===== src/rtl/lsu_mem_if.sv =====
// Load/store request, response and data-memory signals between a pipeline, the
// initiator and a single-ported word memory.
interface lsu_mem_if;
    logic        req_valid;
    logic        req_ready;
    logic        req_write;
    logic [1:0]  req_size;
    logic        req_signed;
    logic [31:0] req_addr;
    logic [31:0] req_wdata;
    logic        resp_valid;
    logic [31:0] resp_rdata;
    logic        resp_err;
    logic [31:0] mem_addr;
    logic [31:0] mem_wdata;
    logic        mem_we;
    logic        mem_re;
    logic [31:0] mem_rdata;

    modport slave (
        input  req_valid, req_write, req_size, req_signed, req_addr, req_wdata, mem_rdata,
        output req_ready, resp_valid, resp_rdata, resp_err,
        output mem_addr, mem_wdata, mem_we, mem_re
    );

    modport master (
        output req_valid, req_write, req_size, req_signed, req_addr, req_wdata, mem_rdata,
        input  req_ready, resp_valid, resp_rdata, resp_err,
        input  mem_addr, mem_wdata, mem_we, mem_re
    );
endinterface


===== src/rtl/lsu_mem_initiator.sv =====
// Turns one byte/halfword/word load or store at a time into word accesses on a
// single-ported memory; sub-word stores use read-merge-write.
module lsu_mem_initiator #(
    parameter int unsigned MEM_WORDS = 64
) (
    input logic     clk,
    input logic     rst,
    lsu_mem_if.slave bus
);

    typedef enum logic [2:0] {StIdle, StRd, StCap, StMerge, StWr, StResp, StErr} state_e;

    state_e      state_q, state_d;
    logic        write_q;
    logic [1:0]  size_q;
    logic        signed_q;
    logic [31:0] addr_q;
    logic [31:0] wdata_q;
    logic [31:0] rdata_q;

    logic        accept;
    logic        req_err;
    logic [4:0]  lane_sh;
    logic [31:0] lane_data;
    logic [31:0] lane_mask;
    logic [31:0] load_val;
    logic [31:0] merged;

    assign accept = bus.req_valid && (state_q == StIdle);

    always_comb begin
        req_err = 1'b0;
        case (bus.req_size)
            2'b01:   req_err = bus.req_addr[0];
            2'b10:   req_err = (bus.req_addr[1:0] != 2'b00);
            2'b11:   req_err = 1'b1;
            default: req_err = 1'b0;
        endcase
        if ({2'b00, bus.req_addr[31:2]} >= MEM_WORDS) req_err = 1'b1;
    end

    // Lane selection is driven by the latched request, so it is stable from RD onward.
    assign lane_sh   = {addr_q[1:0], 3'b000};
    assign lane_data = bus.mem_rdata >> lane_sh;
    assign lane_mask = (size_q == 2'b00) ? (32'h0000_00FF << lane_sh)
                                         : (32'h0000_FFFF << lane_sh);
    assign merged    = (bus.mem_rdata & ~lane_mask) | ((wdata_q << lane_sh) & lane_mask);

    always_comb begin
        load_val = bus.mem_rdata;
        case (size_q)
            2'b00:   load_val = {{24{signed_q & lane_data[7]}}, lane_data[7:0]};
            2'b01:   load_val = {{16{signed_q & lane_data[15]}}, lane_data[15:0]};
            default: load_val = bus.mem_rdata;
        endcase
    end

    always_comb begin
        state_d = state_q;
        unique case (state_q)
            StIdle: begin
                if (accept) begin
                    if (req_err)                                    state_d = StErr;
                    else if (bus.req_write && bus.req_size == 2'b10) state_d = StWr;
                    else                                            state_d = StRd;
                end
            end
            StRd:    state_d = write_q ? StMerge : StCap;
            StCap:   state_d = StResp;
            StMerge: state_d = StWr;
            StWr:    state_d = StResp;
            StResp:  state_d = StIdle;
            StErr:   state_d = StIdle;
            default: state_d = StIdle;
        endcase
    end

    always_ff @(posedge clk or posedge rst) begin
        if (rst) begin
            state_q  <= StIdle;
            write_q  <= 1'b0;
            size_q   <= 2'b00;
            signed_q <= 1'b0;
            addr_q   <= 32'h0;
            wdata_q  <= 32'h0;
            rdata_q  <= 32'h0;
        end else begin
            state_q <= state_d;
            if (accept) begin
                write_q  <= bus.req_write;
                size_q   <= bus.req_size;
                signed_q <= bus.req_signed;
                addr_q   <= bus.req_addr;
                wdata_q  <= bus.req_wdata;
                if (req_err) rdata_q <= 32'h0;
            end
            if (state_q == StCap)   rdata_q <= load_val;
            if (state_q == StMerge) wdata_q <= merged;
            if (state_q == StWr)    rdata_q <= 32'h0;
        end
    end

    assign bus.req_ready  = (state_q == StIdle);
    assign bus.resp_valid = (state_q == StResp) || (state_q == StErr);
    assign bus.resp_err   = (state_q == StErr);
    assign bus.resp_rdata = rdata_q;
    assign bus.mem_addr   = {2'b00, addr_q[31:2]};
    assign bus.mem_re     = (state_q == StRd);
    assign bus.mem_we     = (state_q == StWr);
    assign bus.mem_wdata  = (state_q == StWr) ? wdata_q : 32'h0;

endmodule

===== src/flat_wrapper.sv =====
// flat-port wrapper written by rule: the top's interface ports become plain ports
module lsu_mem_initiator_flat 
#(
    parameter int unsigned MEM_WORDS = 64
)
  (clk, rst, bus_req_valid, bus_req_write, bus_req_size, bus_req_signed, bus_req_addr, bus_req_wdata, bus_mem_rdata, bus_req_ready, bus_resp_valid, bus_resp_rdata, bus_resp_err, bus_mem_addr, bus_mem_wdata, bus_mem_we, bus_mem_re);
  lsu_mem_if bus_i ();
  input logic clk;
  input logic rst;
  input wire logic [$bits(bus_i.req_valid)-1:0] bus_req_valid;
  input wire logic [$bits(bus_i.req_write)-1:0] bus_req_write;
  input wire logic [$bits(bus_i.req_size)-1:0] bus_req_size;
  input wire logic [$bits(bus_i.req_signed)-1:0] bus_req_signed;
  input wire logic [$bits(bus_i.req_addr)-1:0] bus_req_addr;
  input wire logic [$bits(bus_i.req_wdata)-1:0] bus_req_wdata;
  input wire logic [$bits(bus_i.mem_rdata)-1:0] bus_mem_rdata;
  output wire logic [$bits(bus_i.req_ready)-1:0] bus_req_ready;
  output wire logic [$bits(bus_i.resp_valid)-1:0] bus_resp_valid;
  output wire logic [$bits(bus_i.resp_rdata)-1:0] bus_resp_rdata;
  output wire logic [$bits(bus_i.resp_err)-1:0] bus_resp_err;
  output wire logic [$bits(bus_i.mem_addr)-1:0] bus_mem_addr;
  output wire logic [$bits(bus_i.mem_wdata)-1:0] bus_mem_wdata;
  output wire logic [$bits(bus_i.mem_we)-1:0] bus_mem_we;
  output wire logic [$bits(bus_i.mem_re)-1:0] bus_mem_re;
  assign bus_i.req_valid = bus_req_valid;
  assign bus_i.req_write = bus_req_write;
  assign bus_i.req_size = bus_req_size;
  assign bus_i.req_signed = bus_req_signed;
  assign bus_i.req_addr = bus_req_addr;
  assign bus_i.req_wdata = bus_req_wdata;
  assign bus_i.mem_rdata = bus_mem_rdata;
  assign bus_req_ready = bus_i.req_ready;
  assign bus_resp_valid = bus_i.resp_valid;
  assign bus_resp_rdata = bus_i.resp_rdata;
  assign bus_resp_err = bus_i.resp_err;
  assign bus_mem_addr = bus_i.mem_addr;
  assign bus_mem_wdata = bus_i.mem_wdata;
  assign bus_mem_we = bus_i.mem_we;
  assign bus_mem_re = bus_i.mem_re;
  lsu_mem_initiator #(.MEM_WORDS(MEM_WORDS)) u_core (.clk(clk), .rst(rst), .bus(bus_i));
endmodule

===== config.mk =====
export PLATFORM = sky130hd
export DESIGN_NAME = lsu_mem_initiator_flat
export DESIGN_NICKNAME = d
export VERILOG_FILES = /design/src/rtl/lsu_mem_if.sv /design/src/rtl/lsu_mem_initiator.sv /design/src/flat_wrapper.sv
export SDC_FILE = /design/constraint.sdc
export NUM_CORES = 1
export LEC_CHECK = 0
export ABC_AREA = 1
export CELL_PAD_IN_SITES_DETAIL_PLACEMENT = 1
export CELL_PAD_IN_SITES_GLOBAL_PLACEMENT = 1
export CORE_ASPECT_RATIO = 0.9
export CORE_MARGIN = 4
export CORE_UTILIZATION = 32
export CTS_CLUSTER_DIAMETER = 30
export CTS_CLUSTER_SIZE = 28
export DETAILED_ROUTE_END_ITERATION = 6
export PLACE_DENSITY = 0.78
export SLEW_MARGIN = 30
export SYNTH_ARGS = -nofsm -noshare
export SYNTH_HDL_FRONTEND = slang
export SYNTH_SLANG_ARGS = --single-unit
export TNS_END_PERCENT = 50

===== constraint.sdc =====
create_clock -name clk -period 5 [get_ports clk]
set_clock_uncertainty 0.15 [all_clocks]
set_input_delay 1.5 -clock clk [delete_from_list [all_inputs] [get_ports clk]]
set_output_delay 1.5 -clock clk [all_outputs]
set_load 0.01 [all_outputs]

== Word-level counts from Yosys, hierarchy flattened ==
Index checks and enable logic that the tools add are counted.

* Output and inout port bits: 101
* Register bits after elaboration: 103
* Logic and storage cells: 56
* Input bits: 103

* Order comparisons: 1
* Shift operators: 4
* Bitwise gates (word level): 6
* Reductions and logical operators: 11
* Eq/ne operators: 11
* Multiplexer cells: 16

{| class="wikitable"
|+ Operators by type and width
! cell !! count
|-
| $mux 32 || 8
|-
| $and 32x32->32 || 2
|-
| $pmux 32 s2 || 1
|-
| $not 32->32 || 1
|-
| $or 32x32->32 || 1
|-
| $shl 16x5->32 const A || 1
|-
| $shl 32x5->32 || 1
|-
| $shl 8x5->32 const A || 1
|-
| $shr 32x5->16 || 1
|-
| $ge 30x7->1 const B || 1
|-
| $pmux 3 s4 || 1
|-
| $eq 3x3->1 const B || 3
|-
| $mux 3 || 3
|-
| $eq 3x2->1 const B || 2
|-
| $reduce_bool 3->1 || 2
|-
| $eq 2x1->1 const B || 2
|-
| $eq 2x2->1 const B || 2
|-
| $reduce_bool 2->1 || 2
|-
| $eq 3x1->1 const B || 1
|-
| $logic_not 3->1 || 1
|-
| $pmux 1 s3 || 1
|-
| $and 1x1->1 || 2
|-
| $logic_and 1x1->1 || 2
|-
| $logic_not 2->1 || 1
|-
| other kinds (5) || 6
|}

== Longest topological paths before layout ==
Gate-level depths: netlist of the first run.

* Depth in word-level cells: 7
* Depth in mapped cells: 11
* Mapped depth without buffers: 9

== Worst setup path after synthesis of the first run ==
OpenSTA, ideal clock, no wires.

* Path kind: reg-to-output
* From: register u_core.state_q[0]
* To: output bus_mem_wdata[10]
* Cell stages (with the launch flop): 7
* Path buffers: 1
* Arrival time: 1.272 ns
* Data required time: 3.350 ns
* Slack: 2.078 ns
* Cells stage by stage: dfrtp_1 nor2_1 inv_2 nor2_1 inv_2 clkbuf_1 nor2_1

* Cells in the longest elaborated chain, start to end: 2

{| class="wikitable"
|+ Ends and longest elaborated chain
! what !! line !! text
|-
| start, declared || lsu_mem_initiator.sv:13 || <nowiki>state_e state_q, state_d;</nowiki>
|-
| start signal, assigned || lsu_mem_initiator.sv:80 || <nowiki>state_q <= StIdle;</nowiki>
|-
| start signal, assigned || lsu_mem_initiator.sv:88 || <nowiki>state_q <= state_d;</nowiki>
|-
| $eq 3x3->1 || -- ||
|-
| net bus_mem_we || flat_wrapper.sv:23 || <nowiki>output wire logic [$bits(bus_i.mem_we)-1:0] bus_mem_we;</nowiki>
|-
| $mux 32 || lsu_mem_initiator.sv:110 || <nowiki>assign bus.mem_wdata = (state_q == StWr) ? wdata_q : 32'h0;</nowiki>
|-
| end, declared || flat_wrapper.sv:22 || <nowiki>output wire logic [$bits(bus_i.mem_wdata)-1:0] bus_mem_wdata;</nowiki>
|}

The timed path passes the listed nets, and every way through them passes these cells.

== Worst setup path after layout of the first run ==
* From: register u_core.state_q[1]
* To: output bus_mem_wdata[0]

* Cells in the longest elaborated chain, start to end: 2

{| class="wikitable"
|+ Ends and longest elaborated chain
! what !! line
|-
| $eq 3x3->1 || lsu_mem_initiator.sv:110
|-
| $mux 32 || lsu_mem_initiator.sv:110
|}

No other way between the ends.

==> impl_summary.txt, run 1 <==
----------------------------------------------------
[Placed design]
  Final HPWL from detailed placement ... 17,100 µm
  Number of I/O port buffers ... 201
  Worst Setup Slack post-DPL ... 1.26 ns
  Placed cell areas ... 7930 µm²
  DP Cell Count ... around 1,200
  Placer Congestion ... 0.825

[Min path]
  Path type of the worst min-delay path ... flop to flop
  Cells on Worst Hold Path ... 2

[Cells and area]
  Share of post-route cells with drive strength above 1 ... 4.96%
  Layout Area Growth over Synthesis ... 36.0%
  Most used cells in the layout excluding fill and tap cells ... sky130_fd_sc_hd__nand2_1, sky130_fd_sc_hd__clkdlybuf4s50_1, sky130_fd_sc_hd__nor2_1
  Non-Filler Cell Area, Final ... 8200 µm²
  Total number of nets in the final design ... between 1,000 and 1,500
  Most common cell after layout, fill and taps aside ... sky130_fd_sc_hd__nand2_1
  Final standard cell count with taps included and fillers excluded ... 1,235

[Synthesis]
  Cell type with the largest total area after synthesis ... sky130_fd_sc_hd__dfrtp_1
  Post-Synthesis Cell Area ... 6030 µm²
  Number of distinct library cells after synthesis ... 30
  Number of warnings printed during yosys synthesis ... 0
  Total of flip-flops plus latches after synthesis ... 103
  Portion of the post-synthesis area used by sequential elements ... roughly 43%
  Ranking of synthesized cells by area ... sky130_fd_sc_hd__dfrtp_1, sky130_fd_sc_hd__nand2_1, sky130_fd_sc_hd__o21ai_0, sky130_fd_sc_hd__nor2_1, sky130_fd_sc_hd__o211ai_1
  Gate count of the mapped netlist ... 842
  Mean post-synth cell area ... 7.16 µm²
  Share of the synthesized area in the top cell type ... between 40 and 50%

[CTS]
  H-Tree Level Count ... 3
  Root buffer selected by CTS ... sky130_fd_sc_hd__clkbuf_16
  Number of sinks on the clock net ... just over 100
  Number of setup buffers added after CTS ... 0
  # resized after CTS ... 0
  Skew-Pair Late Insertion Delay ... 0.36 ns
  Number of buffers on the longest clock path ... 2
  Clock-pin slew on the worst setup and hold paths ... 0.07 ns
  Clock tree from TritonCTS ... done
  Post-CTS Hold Buffers ... 0
  Number of buffers created by CTS ... 9

[Worst setup path]
  Master of the slowest instance on the critical path ... sky130_fd_sc_hd__clkdlybuf4s50_1
  Setup crit end kind ... primary output
  Peak per-stage delay on the critical path ... a little under 0.6 ns
  Cell occurring most often along the worst timing path ... sky130_fd_sc_hd__nor2_1
  Arrival time worst endpoint ... 2.21 ns
  Category of the most critical setup path ... flop to primary output
  Ordered list of cells on the worst path ... nor2_1 -> inv_2 -> nor2_1 -> inv_2 -> nor2_1 -> clkdlybuf4s50_1
  Required @ worst endpoint ... 3.35 ns
  Startpoint types ... flop
  FF-to-FF path depth ... 5
  Maximum fanout encountered on the critical timing path ... 33

[Status]
  Run status ... finished clean

[Power]
  Fraction of power consumed by the clock network ... 14.3%
  P_sw ... around 2.2 mW
  Net switching fraction of the power ... between 40% and 50%
  Power share of the combinational group ... 55.3%
  Static power due to leakage ... roughly 3.8 nW
  Peak supply drop ... 0.000237 V
  PwrDens ... 580 nW/µm²
  Share of power burned in registers ... 30.4%
  Design internal power ... 2.58 mW

[STA]
  Fin Hold WS ... between 0.3 and 0.4 ns
  RSZ-0062 raised after global routing ... no
  Final critical path time including I/O delays and setup ... 3.86 ns
  Total count of max-transition violations in the final report ... 0
  Worst rel slew slack ... 46.9%
  Setup tns final ... 0 ns
  Count of final setup violators ... 0
  Pin slew with the least headroom to its limit ... 0.796 ns
  Fraction of the cycle the final worst path needs ... 77.2%
  Final worst-path setup slack ... 1.14 ns
  Final hold vios ... 0
  Maximum clock rate ... 259 MHz

[Floorplan]
  Number of primary I/O pins ... 204
  Row count ... 47
  Die Outline Area ... 21,100 µm²
  Core outline area ... 18,500 µm²
  Chip width ... 153 µm
  Starting density of the core ... ~33%
  Die outline height ... 138 µm

[Global routing]
  Vias in the first global route ... 6,344
  Pin count of the biggest net entering global routing ... 59
  Number of antenna violations at the first check in global routing ... 0
  First-pass GRT wire length ... 36,300 µm
  Remaining global-route overflow ... 0
  Global Route Usage Sum ... 21.4%

[Drt]
  Drt via density ... 4.97
  Wire per inst ... approximately 18 µm
  Initial detailed-routing violation count ... ~390
  Post-route DRC ... 0
  TritonRoute pass-1 iters ... 5
  Via count ... slightly above 6,000
  Detailed Route WL ... ~23,000 µm
  Remaining number of nets flagged by the antenna check after routing ... 0

[Flow run]
  Number of max-cap violations ... 0

----------------------------------------------------
## cell usage after synthesis
library cell,instances
sky130_fd_sc_hd__a21oi_4,1
sky130_fd_sc_hd__nand3_1,47
sky130_fd_sc_hd__nor2_4,2
sky130_fd_sc_hd__a21oi_1,45
sky130_fd_sc_hd__o21ai_2,1
sky130_fd_sc_hd__nand4_1,1
sky130_fd_sc_hd__o21ai_1,1
sky130_fd_sc_hd__inv_2,10
sky130_fd_sc_hd__nor2_1,104
sky130_fd_sc_hd__a31oi_1,8
sky130_fd_sc_hd__buf_4,36
sky130_fd_sc_hd__nand2_2,4
sky130_fd_sc_hd__nand3_2,2
sky130_fd_sc_hd__o21a_1,1
sky130_fd_sc_hd__nand2_4,1
sky130_fd_sc_hd__nand2_1,226
sky130_fd_sc_hd__inv_1,70
sky130_fd_sc_hd__nor2_2,3
sky130_fd_sc_hd__or2_2,1
sky130_fd_sc_hd__o211ai_1,39
sky130_fd_sc_hd__conb_1,1
sky130_fd_sc_hd__buf_6,3
sky130_fd_sc_hd__buf_1,1
sky130_fd_sc_hd__o21ai_0,89
sky130_fd_sc_hd__buf_2,18
sky130_fd_sc_hd__nor3_1,2
sky130_fd_sc_hd__o211ai_2,1
sky130_fd_sc_hd__clkbuf_1,18
sky130_fd_sc_hd__dfrtp_1,103
sky130_fd_sc_hd__a21oi_2,3
## critical path: cells and delay by family, from the launching register on
| family | cells | cell delay, ns |
|---|---|---|
| buffers and inverters | 3 | 0.91 |
| and+or+nand+nor | 3 | 0.52 |
| DFF | 1 | 0.42 |
## area by class of cell
type                       count  area (µm²)
timing repair buffer         205        2050
clock buffer                  10         229
fill                        2333       10300
multi-input combinational    584        2690
clock inverter                 6        37.5
tap                          245         307
antenna                        2        5.00
inverter                      80         303
sequential                   103        2580
## power groups by stage
stage / logic, mW / clock network [mW] / registers (mW)
after floorplan: 1.73 / 0 / 1.40
final: 2.63 / 0.681 / 1.45
after global placement: 2.56 / 0 / 1.45
after detailed placement: 2.63 / 0 / 1.45
after CTS: 2.65 / 0.698 / 1.45
after global routing: 2.95 / 0.733 / 1.50
## worst paths after layout
check                                         startpoint                             to  slack, ns
setup / recovery           u_core.state_q[1]$_DFFE_PP0P_               bus_mem_wdata[0]       1.14
min in group asynchronous                            rst  u_core.addr_q[10]$_DFFE_PP0P_       1.49
hold reg to reg             u_core.addr_q[7]$_DFFE_PP0P_   u_core.addr_q[7]$_DFFE_PP0P_       0.34
hold / removal              u_core.addr_q[7]$_DFFE_PP0P_   u_core.addr_q[7]$_DFFE_PP0P_       0.34
setup reg to reg           u_core.state_q[2]$_DFFE_PP0P_  u_core.wdata_q[0]$_DFFE_PP0P_       2.27
max in group asynchronous                            rst     asynchronous set/reset pin       2.47
## per-stage QoR
step	total power [mW]	utilization [%]
finish	4.75	44.4
CTS	4.79	44.4
floorplan	3.13	-
global placement	4.01	43.0
detailed placement	4.09	43.0
global route	5.18	44.4
## kinds of logic (layout without fill, tap and decap cells)
kind of cell | count (synthesis) | after routing | synth area share, %
and+or+nand+nor | 393 | 393 | 26.4
buffers and inverters | 156 | 301 | 12.7
DFF | 103 | 103 | 42.7
AOI/OAI and AO/OA | 189 | 189 | 18.1
other | 1 | 4 | 0.0622
## layer usage
metal / part of all wire [%] / GRT usage, % / up-vias
met5: 0 / 0 / -
met4: 1.7 / 5.25 / 0
met3: 8.7 / 7.19 / 28
met2: 45 / 33.3 / 210
met1: 45 / 29.0 / 2935
li1: - / - / 2967
Power figures use the tool's default switching activity.
==> run 2: changes to the inputs <==
Settings changed: CORE_UTILIZATION 32 to 29, PLACE_DENSITY 0.78 to 0.74.
Clock period 5 ns to 3.5 ns, I/O delays scaled along.
==> impl_summary.txt, run 2 (synthesis gave the netlist of run 1 again) <==
----------------------------------------------------
[Placed design]
  DP Cell Count ... 1,235 (+1.5%)
  Number of I/O port buffers ... 201 (unchanged)
  Final HPWL from detailed placement ... 17,500 µm (+2.8%)
  Placer Congestion ... 0.866 (+4.9%)

[Floorplan]
  Chip width ... 160 µm (+4.8%)
  Starting density of the core ... 29.8% (-2.9 points)
  Die Outline Area ... 23,200 µm² (+9.8%)
  Die outline height ... 145 µm (+4.8%)
  Core outline area ... 20,200 µm² (+9.6%)
  Number of primary I/O pins ... 204 (unchanged)
  Row count ... 49 (+4.3%)

[Worst setup path]
  CP Launch Point ... u_core.state_q[0]$_DFFE_PP0P_
  Cell occurring most often along the worst timing path ... sky130_fd_sc_hd__nor2_1
  Startpoint types ... flop
  Master of the slowest instance on the critical path ... sky130_fd_sc_hd__clkdlybuf4s50_1
  Arrival time worst endpoint ... 2.12 ns (-0.09 ns)
  Setup crit end kind ... primary output
  Worst R2R Setup Slack ... 0.88 ns (-1.39 ns)
  Reg2Reg Launch Point ... u_core.addr_q[0]$_DFFE_PP0P_
  Maximum fanout encountered on the critical timing path ... 33 (unchanged)
  Crit path max-delay family ... buffers and inverters
  Peak per-stage delay on the critical path ... 0.57 ns (-0.02 ns)
  Worst Path Buf+Inv ... 3 (unchanged)
  FF-to-FF path depth ... 6 (+1)
  Category of the most critical setup path ... flop to primary output
  Ordered list of cells on the worst path ... nor2_1 -> inv_2 -> nor2_1 -> inv_4 -> nor2_2 -> clkdlybuf4s50_1
  Required @ worst endpoint ... 2.30 ns (-1.05 ns)

[Global routing]
  Pin count of the biggest net entering global routing ... 56 (-5.1%)
  First-pass GRT wire length ... 36,700 µm (+1.1%)
  Remaining global-route overflow ... 0 (unchanged)
  Number of antenna violations at the first check in global routing ... 5 (+5)
  Vias in the first global route ... 6,389 (+0.71%)
  Global Route Usage Sum ... 20.1% (-1.3 points)

[CTS]
  Number of buffers created by CTS ... 9 (unchanged)
  Clock-pin slew on the worst setup and hold paths ... 0.07 ns (about the same)
  Number of setup buffers added after CTS ... 0 (unchanged)
  H-Tree Level Count ... 3 (unchanged)
  Number of buffers on the longest clock path ... 2 (unchanged)
  Post-CTS Hold Buffers ... 0 (unchanged)
  # resized after CTS ... 0 (unchanged)
  Root buffer selected by CTS ... sky130_fd_sc_hd__clkbuf_16
  Number of sinks on the clock net ... 103 (unchanged)
  Clock tree from TritonCTS ... done
  Skew-Pair Late Insertion Delay ... 0.36 ns (about the same)

[Flow run]
  Number of max-cap violations ... 0 (unchanged)

[Cells and area]
  Share of post-route cells with drive strength above 1 ... 5.63% (+0.67 points)
  Layout Area Growth over Synthesis ... 37.3%
  Total number of nets in the final design ... 1,094 (+0.74%)
  Final core utilization ... 40.9% (-3.5 points)
  Final standard cell count with taps included and fillers excluded ... 1,251 (+1.3%)
  Most used cells in the layout excluding fill and tap cells ... sky130_fd_sc_hd__nand2_1, sky130_fd_sc_hd__clkdlybuf4s50_1, sky130_fd_sc_hd__nor2_1, sky130_fd_sc_hd__dfrtp_1, sky130_fd_sc_hd__o21ai_0
  Fillers ... 2,492 (+6.8%)
  Most common cell after layout, fill and taps aside ... sky130_fd_sc_hd__nand2_1

[STA]
  Fraction of the cycle the final worst path needs ... about 95%
  Maximum clock rate ... 302 MHz
  Worst rel slew slack ... 46.5% (-0.35 points)
  Total count of max-transition violations in the final report ... 0 (unchanged)
  RSZ-0062 raised after global routing ... no
  Setup tns final ... 0 ns (unchanged)
  Pin slew with the least headroom to its limit ... 0.802 ns (+0.00622 ns)
  Count of final setup violators ... 0 (unchanged)
  Final critical path time including I/O delays and setup ... 3.32 ns
  Final hold vios ... 0 (unchanged)
  Fin Hold WS ... 0.334 ns (-0.00425 ns)

[Power]
  PwrDens ... 824 nW/µm² (+42%)
  Static power due to leakage ... 3.81 nW (+0.94%)
  Peak supply drop ... 0.000292 V (+23%)

[Min path]
  Hold Crit Endpoint ... u_core.addr_q[8]$_DFFE_PP0P_
  Path type of the worst min-delay path ... flop to flop
  HP Start ... u_core.addr_q[8]$_DFFE_PP0P_
  Cells on Worst Hold Path ... 2 (unchanged)

[Drt]
  Via count ... 6,096 (-0.72%)
  Drt via density ... 4.87 (-2.0%)
  Remaining number of nets flagged by the antenna check after routing ... 0 (unchanged)
  Detailed Route WL ... 23,000 µm (+1.3%)
  TritonRoute pass-1 iters ... 4 (-1)
  Initial detailed-routing violation count ... 316 (-19%)
  Wire per inst ... 18.4 µm (about the same)
  Post-route DRC ... 0 (unchanged)

[Status]
  Run status ... finished clean

----------------------------------------------------
## run 2: how the worst max path moves through the flow
stage	to	slack [ns]	depth (start not counted)
3_5_place_dp	bus_mem_wdata[0]	0.43	6
3_3_place_gp	bus_mem_wdata[0]	0.46	6
5_1_grt	bus_mem_wdata[0]	0.007	6
4_1_cts	bus_mem_wdata[0]	0.02	6
6_report	bus_mem_wdata[0]	0.18	6
2_1_floorplan	bus_mem_wdata[10]	1.03	6
## run 2: layer usage
layer	GRT usage [%]	wire, µm	vias to the layer above
li1	-	-	2975
met1	26.3	10300	2881
met2	31.8	10200	196
met3	7.65	2110	34
met4	5.21	374	10
met5	0	65	-
## run 2: power by group
part	switching (mW)	total [mW]	internal, mW
Clock	0.479	0.977	0.499
Combinational	2.25	3.78	1.53
Sequential	0.367	2.07	1.70
## run 2: stage by stage
step	worst slack [ns]	power, mW	instance area (µm²)
finish	0.184	6.82	8280
global placement	0.455	5.78	8010
CTS	0.0227	6.88	8270
detailed placement	0.430	5.87	8010
global route	0.00691	7.42	8280
floorplan	1.03	4.47	6040
## run 2: worst min-delay path: stages, from the launching register on
cell and delay (ns):
sky130_fd_sc_hd__dfrtp_1 0.34, sky130_fd_sc_hd__nand2_1 0.05, sky130_fd_sc_hd__o21ai_0 0.06
## run 2: cell type report
class / count / area [µm²] / share of cell area [%]
multi-input combinational: 584 / 2690 / 32.5
tap: 255 / 319 / 3.85
inverter: 80 / 307 / 3.70
antenna: 1 / 2.50 / 0.0302
sequential: 103 / 2580 / 31.1
clock buffer: 12 / 246 / 2.98
timing repair buffer: 213 / 2110 / 25.5
clock inverter: 3 / 20.0 / 0.242
==> run 3: changes to the inputs <==
Settings changed: CTS_CLUSTER_SIZE 28 to 14.
==> results of run 3 <==
The final DEF is identical to that of run 2; final timing and power are the same.
